## config.mk

```make
export PLATFORM = sky130hd
export DESIGN_NAME = tdm_dmx4_flat
export DESIGN_NICKNAME = d
export VERILOG_FILES = /design/src/rtl/tdm_pkg.sv /design/src/rtl/tdm_dmx4_if.sv /design/src/rtl/tdm_dmx4_slot_ctr.sv /design/src/rtl/tdm_dmx4.sv /design/src/flat_wrapper.sv
export SDC_FILE = /design/constraint.sdc
export NUM_CORES = 1
export LEC_CHECK = 0
export CAP_MARGIN = 20
export CORE_ASPECT_RATIO = 1.2
export CORE_MARGIN = 5
export CORE_UTILIZATION = 50
export DETAILED_ROUTE_END_ITERATION = 7
export HOLD_SLACK_MARGIN = 0.02
export PLACE_DENSITY = 0.77
export SLEW_MARGIN = 20
export SYNTH_ARGS = -nofsm -noshare
export SYNTH_HDL_FRONTEND = slang
export SYNTH_SLANG_ARGS = --single-unit
```

## constraint.sdc

```tcl
create_clock -name clk -period 2 [get_ports clk]
set_input_delay 0.2 -clock clk [delete_from_list [all_inputs] [get_ports clk]]
set_output_delay 0.2 -clock clk [all_outputs]
set_load 0.05 [all_outputs]
```

## src/rtl/tdm_pkg.sv

```systemverilog
// Shared types for the 4:1 TDM demultiplexer: FSM state encoding and slot index.
package tdm_pkg;

    typedef enum logic {
        HUNT = 1'b0,
        RUN  = 1'b1
    } state_t;

    localparam int unsigned SLOTS = 4;

    typedef logic [1:0] slot_t;

endpackage

```

## src/rtl/tdm_dmx4_if.sv

```systemverilog
// Incoming TDM stream: one slot per valid beat, frame_sync marks slot 0.
interface tdm_dmx4_if #(
    parameter int unsigned W = 8
);
    logic [W-1:0] din;
    logic         din_valid;
    logic         frame_sync;

    modport master (output din, din_valid, frame_sync);
    modport slave  (input  din, din_valid, frame_sync);
endinterface

```

## src/rtl/tdm_dmx4_slot_ctr.sv

```systemverilog
// 2-bit slot counter: wraps 3->0 on enable, loads 1 on a slot-0 capture, clears on lock loss.
module tdm_slot_ctr
    import tdm_pkg::*;
(
    input  logic  clk,
    input  logic  reset,
    input  logic  clr,
    input  logic  load1,
    input  logic  en,
    output slot_t cnt
);

    always_ff @(posedge clk) begin
        if (reset || clr) begin
            cnt <= '0;
        end else if (load1) begin
            cnt <= slot_t'(1);
        end else if (en) begin
            cnt <= cnt + slot_t'(1);
        end
    end

endmodule

```

## src/rtl/tdm_dmx4.sv

```systemverilog
// 4:1 TDM demultiplexer: shadows slots 0..2, then commits all four channels on the slot-3 beat.
module tdm_dmx4
    import tdm_pkg::*;
#(
    parameter int unsigned W      = 8,
    parameter int unsigned MAXERR = 3
) (
    input  logic             clk,
    input  logic             reset,
    tdm_dmx4_if.slave        link,
    output logic [W-1:0]     q0,
    output logic [W-1:0]     q1,
    output logic [W-1:0]     q2,
    output logic [W-1:0]     q3,
    output logic             frame_valid,
    output logic [1:0]       slot,
    output logic             locked,
    output logic             sync_err
);

    localparam slot_t LAST_SLOT = slot_t'(SLOTS - 1);

    state_t       state, state_nxt;
    slot_t        slot_q;
    logic [2:0]   err_cnt, err_nxt, err_inc;
    logic [W-1:0] s0, s1, s2;
    logic         cap0, cap1, cap2, commit, serr_nxt;
    logic         slot_clr, slot_load1, slot_en;

    tdm_slot_ctr u_slot_ctr (
        .clk   (clk),
        .reset (reset),
        .clr   (slot_clr),
        .load1 (slot_load1),
        .en    (slot_en),
        .cnt   (slot_q)
    );

    always_ff @(posedge clk) begin
        if (reset) begin
            state <= HUNT;
        end else begin
            state <= state_nxt;
        end
    end

    always_comb begin
        state_nxt  = state;
        err_inc    = err_cnt + 3'd1;
        err_nxt    = err_cnt;
        cap0       = 1'b0;
        cap1       = 1'b0;
        cap2       = 1'b0;
        commit     = 1'b0;
        serr_nxt   = 1'b0;
        slot_clr   = 1'b0;
        slot_load1 = 1'b0;
        slot_en    = 1'b0;
        if (link.din_valid) begin
            case (state)
                HUNT: begin
                    if (link.frame_sync) begin
                        cap0       = 1'b1;
                        slot_load1 = 1'b1;
                        err_nxt    = '0;
                        state_nxt  = RUN;
                    end
                end
                RUN: begin
                    if (link.frame_sync && slot_q != '0) begin
                        serr_nxt = 1'b1;
                        // Lock loss drops the beat; otherwise the sync beat restarts the frame.
                        if (err_inc == 3'(MAXERR)) begin
                            state_nxt = HUNT;
                            slot_clr  = 1'b1;
                            err_nxt   = '0;
                        end else begin
                            err_nxt    = err_inc;
                            cap0       = 1'b1;
                            slot_load1 = 1'b1;
                        end
                    end else if (link.frame_sync) begin
                        cap0       = 1'b1;
                        slot_load1 = 1'b1;
                        err_nxt    = '0;
                    end else begin
                        slot_en = 1'b1;
                        cap0    = (slot_q == slot_t'(0));
                        cap1    = (slot_q == slot_t'(1));
                        cap2    = (slot_q == slot_t'(2));
                        commit  = (slot_q == LAST_SLOT);
                        if (slot_q == LAST_SLOT) begin
                            err_nxt = '0;
                        end
                    end
                end
                default: state_nxt = HUNT;
            endcase
        end
    end

    always_ff @(posedge clk) begin
        if (reset) begin
            err_cnt     <= '0;
            s0          <= '0;
            s1          <= '0;
            s2          <= '0;
            q0          <= '0;
            q1          <= '0;
            q2          <= '0;
            q3          <= '0;
            frame_valid <= 1'b0;
            sync_err    <= 1'b0;
        end else begin
            err_cnt     <= err_nxt;
            frame_valid <= commit;
            sync_err    <= serr_nxt;
            if (cap0) s0 <= link.din;
            if (cap1) s1 <= link.din;
            if (cap2) s2 <= link.din;
            if (commit) begin
                q0 <= s0;
                q1 <= s1;
                q2 <= s2;
                q3 <= link.din;
            end
        end
    end

    assign slot   = slot_q;
    assign locked = (state == RUN);

endmodule

```

## src/flat_wrapper.sv

```systemverilog
// flat-port wrapper written by rule: the top's interface ports become plain ports
module tdm_dmx4_flat import tdm_pkg::*;
#(
    parameter int unsigned W      = 8,
    parameter int unsigned MAXERR = 3
)
  (clk, reset, q0, q1, q2, q3, frame_valid, slot, locked, sync_err, link_din, link_din_valid, link_frame_sync);
  tdm_dmx4_if #(.W(W)) link_i ();
  input  logic clk;
  input  logic reset;
  output logic [W-1:0] q0;
  output logic [W-1:0] q1;
  output logic [W-1:0] q2;
  output logic [W-1:0] q3;
  output logic frame_valid;
  output logic [1:0] slot;
  output logic locked;
  output logic sync_err;
  input wire logic [$bits(link_i.din)-1:0] link_din;
  input wire logic [$bits(link_i.din_valid)-1:0] link_din_valid;
  input wire logic [$bits(link_i.frame_sync)-1:0] link_frame_sync;
  assign link_i.din = link_din;
  assign link_i.din_valid = link_din_valid;
  assign link_i.frame_sync = link_frame_sync;
  tdm_dmx4 #(.W(W), .MAXERR(MAXERR)) u_core (.clk(clk), .reset(reset), .link(link_i), .q0(q0), .q1(q1), .q2(q2), .q3(q3), .frame_valid(frame_valid), .slot(slot), .locked(locked), .sync_err(sync_err));
endmodule
```

==> impl_metrics.env, run 1 <==
export IMPL_dp_cells=397
export IMPL_rsz0062_at_grt="no"
export IMPL_cp_cell_sequence="clkdlybuf4s50_1"
export IMPL_crit_buf_inv=1
export IMPL_ir_drop_mv=0.568
export IMPL_crit_fanout=6
export IMPL_setup_viol=0
export IMPL_fin_cells=413
export IMPL_cts_root_buf="clkbuf_8"
export IMPL_syn_to_final_growth_pct=28.0
export IMPL_power_density_nw_per_um2=783
export IMPL_relSlewSlack_pct=63.2
export IMPL_max_stage_delay_ns=0.84
export IMPL_clkLatencyLatePin_ns=0.33
export IMPL_place_congestion=0.795
export IMPL_placed_cell_area_um2=3060
export IMPL_top_level_ports=49
export IMPL_hold_path_class="input pin to register"
export IMPL_fin_area_um2=3260
export IMPL_tritoncts="yes"
export IMPL_end_kind="output port"
export IMPL_p_seq_share_pct=50.8
export IMPL_worstReg2RegEnd="u_core.s0[6]$_SDFFE_PP0P_"
export IMPL_internal_power_mw=1.96
export IMPL_vias=2140
export IMPL_yosys_warnings=0
export IMPL_totalWireLength_mm=5.41
export IMPL_grt_use_total_pct=18.0
export IMPL_layout_worst_path_cycle_share_pct=89.7
export IMPL_critPathTopFamily="buffers and inverters"
export IMPL_sw_frac_of_total_pct=23.4
export IMPL_cp_slowest_cell="clkdlybuf4s50_1"
export IMPL_postSynth_asyncResetShare_pct=0
export IMPL_fmax_mhz=557
export IMPL_ys_ff_latch=64
export IMPL_antenna_found_initial=0
export IMPL_fillers=425
export IMPL_hold_viol_final=0
export IMPL_ys_seq_area_share_pct=50.2
export IMPL_cts_made_buffers=9
export IMPL_io_buffer_count=48
export IMPL_period_needed_ns=1.79
export IMPL_die_w_um=75.2
export IMPL_reg2reg_from="u_core.u_slot_ctr.cnt[0]$_SDFFE_PP0P_"
export IMPL_grt_max_degree=36
export IMPL_design_core_area_um2=4940
export IMPL_clkTransAtPathRegs_ns=0.07
export IMPL_holdPathEnd="u_core.sync_err$_SDFF_PP0_"
export IMPL_worstSetupPathType="register to output port"
export IMPL_status="finished clean"
export IMPL_clock_sinks=64
export IMPL_grt_pass1_vias=1957
export IMPL_firstDrtPassIters=4
export IMPL_cts_hold_buf=0
export IMPL_grt_pass1_wl_mm=9.07
export IMPL_cp_required_ns=1.80
export IMPL_drc=0
export IMPL_switching_power_mw=0.599
export IMPL_std_cell_rows=28
export IMPL_drt_iter0_markers=96
export IMPL_power_frac_comb_pct=5.3
export IMPL_h_tree_depth=3
export IMPL_syn_area_um2=2550
export IMPL_r2r_cells=5
export IMPL_synth_top_flop_cell="dfxtp_1"
export IMPL_r2r_slack_ns=0.37
export IMPL_antenna_cells=0
export IMPL_p_clk_share_pct=43.9
export IMPL_post_cts_buffers=0
export IMPL_drive_gt1_share_pct=7.37
export IMPL_wl_per_cell_um=13.1
export IMPL_worst_pin_slew_ns=0.552
export IMPL_place_hpwl_mm=3.71
export IMPL_syn_inst=304
export IMPL_min_from="reset"
export IMPL_die_y_um=88.3
export IMPL_die_area_um2=6640
export IMPL_vias_per_cell=5.18
export IMPL_hold_depth=2
export IMPL_post_cts_resized=0
export IMPL_initial_core_util_pct=51.6
export IMPL_p_leak_nw=1.13
export IMPL_nets=366
export IMPL_setup_tns_ns=0
export IMPL_synth_edf_count=0
export IMPL_crit_cells=1
export IMPL_cts_path_max_buffers=2
export IMPL_overflow=0
export IMPL_crit_path_start_kind="register"
export IMPL_crit_arrival_ns=1.59
export IMPL_maxCapViolCount=0
export IMPL_maxSlewViolCount=0
export IMPL_ys_types=29
export IMPL_clock_skew_ns=0.0118
export IMPL_ant_nets=0
export IMPL_syn_avg_cell_area_um2=8.39
export IMPL_syn_nets=322
[sequential cells by signal, summed over array words and instances, names as in the netlist, 3 cells and up]
name,cells
u_core.s1,8
u_core.q1,8
u_core.q0,8
u_core.q2,8
u_core.s2,8
u_core.s0,8
u_core.q3,8
u_core.err_cnt,3
[cell type report]
| type | count | area [um^2] | share of cell area (%) |
|---|---|---|---|
| multi-input combinational | 213 | 1150 | 35.1 |
| clock buffer | 10 | 138 | 4.22 |
| inverter | 5 | 18.8 | 0.575 |
| tap | 60 | 75.1 | 2.30 |
| sequential | 64 | 1280 | 39.2 |
| timing repair buffer | 55 | 538 | 16.5 |
| clock inverter | 6 | 66.3 | 2.03 |
[power by group through the flow]
stage	Sequential [mW]	Combinational [mW]	Clock [mW]
finish	1.30	0.136	1.12
global route	1.30	0.147	1.20
CTS	1.30	0.137	1.15
detailed placement	1.33	0.136	0
global placement	1.33	0.135	0
floorplan	1.33	0.0787	0
[worst max path at each step]
stage / to / slack (ns) / startpoint
6_report: slot[0] / 0.21 / u_core.u_slot_ctr.cnt[0]$_SDFFE_PP0P_
3_5_place_dp: u_core.s2[7]$_SDFFE_PP0P_ / 0.18 / link_frame_sync
4_1_cts: slot[0] / 0.18 / u_core.u_slot_ctr.cnt[0]$_SDFFE_PP0P_
5_1_grt: slot[0] / 0.14 / u_core.u_slot_ctr.cnt[0]$_SDFFE_PP0P_
2_1_floorplan: u_core.s0[0]$_SDFFE_PP0P_ / 0.15 / u_core.u_slot_ctr.cnt[0]$_SDFFE_PP0P_
3_3_place_gp: u_core.s2[3]$_SDFFE_PP0P_ / 0.26 / link_frame_sync
[logic make-up after synthesis]
logic type,share of synthesized area (%)
mux,3.14
buf+inv,4.81
simple gates,24.7
compound gates,13.8
xor+xnor,0.343
fa+ha+maj,2.94
flops,50.2
[cells in the mapped netlist, types with 2 or more instances]
| library cell | n | area, um^2 |
|---|---|---|
| nand2_1 | 99 | 372 |
| dfxtp_1 | 64 | 1280 |
| a21oi_1 | 54 | 270 |
| or2b_1 | 16 | 120 |
| buf_2 | 10 | 50.1 |
| clkbuf_1 | 8 | 30.0 |
| mux2i_1 | 8 | 80.1 |
| ha_1 | 6 | 75.1 |
| inv_1 | 5 | 18.8 |
| nand4b_1 | 5 | 43.8 |
| and4b_1 | 4 | 40.0 |
| nor2_1 | 3 | 11.3 |
| o21ai_0 | 3 | 15.0 |
| buf_1 | 2 | 7.51 |
| nor2b_1 | 2 | 12.5 |
| o31ai_1 | 2 | 15.0 |
[layer usage]
layer / vias to the layer above / wire length [um] / part of all wire (%) / global-route usage, %
met1: 993 / 2350 / 43 / 22.5
met3: 2 / 269 / 5.0 / 4.66
li1: 1095 / - / - / -
met4: 0 / 44 / 0.81 / 8.11
met2: 50 / 2750 / 51 / 29.1
met5: - / 0 / 0 / 0
[cells in the final DEF (no fill, tap or decap), drive strengths merged, types with 2 or more instances in the layout]
cell type and count:
clkinvlp 3, nand4b 5, nor2 3, clkbuf 10, o31ai 2, clkdlybuf4s50 46
inv 6, dfxtp 64, buf 9, and4b 4, mux2i 8, nand2 99
o21ai 3, a21oi 54, or2b 16, nor2b 2, ha 6
[per-stage QoR]
step	utilization (%)	hold WS, ns	total power [mW]	setup WS (ns)
CTS	66.1	0.330	2.59	0.183
global route	66.1	0.387	2.65	0.139
finish	66.1	0.347	2.56	0.206
detailed placement	62.0	0.443	1.46	0.184
global placement	62.0	0.439	1.46	0.256
floorplan	-	0.336	1.41	0.148
No activity file was read; power rests on OpenSTA's default activity.
==> run 2, diff against run 1 <==
- REMOVE_ABC_BUFFERS: not set -> 1
==> run 2 against run 1 <==
  * Sequential power about the same
  * Die area unchanged
  * Via count increased by 2.1%
  * Core utilization increased by 0.35 points
  * Cell area increased by 0.54%
  * Clock power decreased by 4%
==> impl_metrics.env, run 2 (synthesized netlist as in run 1, its figures left out) <==
export IMPL_reg2reg_from="u_core.u_slot_ctr.cnt[0]$_SDFFE_PP0P_"
export IMPL_totalWireLength_mm=5.71
export IMPL_crit_fanout=10
export IMPL_setup_viol=0
export IMPL_cts_hold_buf=0
export IMPL_layout_worst_path_cycle_share_pct=96.0
export IMPL_grt_max_degree=45
export IMPL_post_cts_buffers=0
export IMPL_total_power_mw=2.52
export IMPL_worstSetupPathType="register to output port"
export IMPL_cts_made_buffers=9
export IMPL_min_from="reset"
export IMPL_crit_buf_inv=1
export IMPL_fillers=439
export IMPL_end_kind="output port"
export IMPL_dp_cells=400
export IMPL_vias_per_cell=5.25
export IMPL_critPathTopFamily="buffers and inverters"
export IMPL_maxSlewViolCount=0
export IMPL_std_cell_rows=28
export IMPL_worst_pin_slew_ns=0.555
export IMPL_cp_required_ns=1.80
export IMPL_nets=369
export IMPL_final_common_cell="nand2_1"
export IMPL_syn_to_final_growth_pct=28.6
export IMPL_hold_viol_final=0
export IMPL_rsz0062_at_grt="no"
export IMPL_antenna_found_initial=0
export IMPL_p_leak_nw=1.15
export IMPL_pre_cts_slack_ns=0.227
export IMPL_h_tree_depth=3
export IMPL_place_hpwl_mm=3.84
export IMPL_clock_sinks=64
export IMPL_max_stage_delay_ns=0.87
export IMPL_mostFrequentLayoutCells="nand2_1 (99), dfxtp_1 (64), a21oi_1 (54)"
export IMPL_status="finished clean"
export IMPL_top_level_ports=49
export IMPL_antenna_cells=0
export IMPL_drive_gt1_share_pct=7.87
export IMPL_grt_use_total_pct=19.3
export IMPL_tritoncts="yes"
export IMPL_seq_area_um2=1280
export IMPL_crit_path_start_kind="register"
export IMPL_wl_per_cell_um=13.7
export IMPL_fin_cells=416
export IMPL_fin_area_um2=3280
export IMPL_post_cts_resized=0
export IMPL_overflow=0
export IMPL_startpoint="u_core.locked$_SDFFE_PP0P_"
export IMPL_vias=2185
export IMPL_drt_iter0_markers=107
export IMPL_grt_pass1_vias=2092
export IMPL_maxCapViolCount=0
export IMPL_utilization_pct=66.4
export IMPL_fmax_mhz=521
export IMPL_design_core_area_um2=4940
export IMPL_relSlewSlack_pct=63.0
export IMPL_ant_nets=0
export IMPL_place_congestion=0.864
export IMPL_clkLatencyLatePin_ns=0.34
export IMPL_crit_arrival_ns=1.72
export IMPL_ir_drop_mv=0.462
export IMPL_firstDrtPassIters=4
export IMPL_cts_path_max_buffers=2
export IMPL_multi_input_area_um2=1150
export IMPL_die_w_um=75.2
export IMPL_clkTransAtPathRegs_ns=0.07
export IMPL_die_area_um2=6640
export IMPL_worst_slack_ns=0.0796
export IMPL_period_needed_ns=1.92
export IMPL_cts_root_buf="clkbuf_8"
export IMPL_placed_cell_area_um2=3090
export IMPL_power_density_nw_per_um2=768
export IMPL_hold_path_class="input pin to register"
export IMPL_initial_core_util_pct=51.6
export IMPL_die_y_um=88.3
export IMPL_r2r_slack_ns=0.22
export IMPL_drc=0
export IMPL_cp_slowest_cell="clkdlybuf4s50_1"
export IMPL_io_buffer_count=48
export IMPL_grt_pass1_wl_mm=9.61
export IMPL_clock_skew_ns=0.00682
export IMPL_cp_cell_sequence="clkdlybuf4s50_1"
run 2: metal layers:
metal / GRT usage (%) / routed length [um] / vias to the layer above
met3: 6.25 / 314 / 10
met2: 33.0 / 2910 / 50
li1: - / - / 1097
met5: 0 / 0 / -
met4: 8.11 / 105 / 0
met1: 21.8 / 2380 / 1028
run 2: through the flow:
stage	setup TNS, ns	hold slack [ns]
finish	0	0.250
global route	0	0.257
CTS	0	0.236
detailed placement	0	0.441
global placement	0	0.435
floorplan	-3.65	0.269
run 2: path summary, 6_finish.rpt:
path,cells after the start,end
worst max-delay path,1,locked
worst max register to register,5,u_core.s0[4]$_SDFFE_PP0P_
worst min-delay path,2,u_core.sync_err$_SDFF_PP0_
worst min register to register,2,u_core.q2[6]$_SDFFE_PP0P_
run 2: final cells by class:
type                    count  share of cell area (%)
clock buffers               9                    3.77
clock inverters             7                    2.21
flip-flops and latches     64                    39.0
inverters                   5                   0.572
well taps                  60                    2.29
multi-input cells         213                    35.0
repair buffers             58                    17.2
run 2: power by group:
group | switching (mW) | total, mW | internal (mW) | leakage [nW]
Sequential | 0.0112 | 1.30 | 1.29 | 0.517
Clock | 0.505 | 1.08 | 0.574 | 0.0952
Combinational | 0.0793 | 0.142 | 0.0629 | 0.537
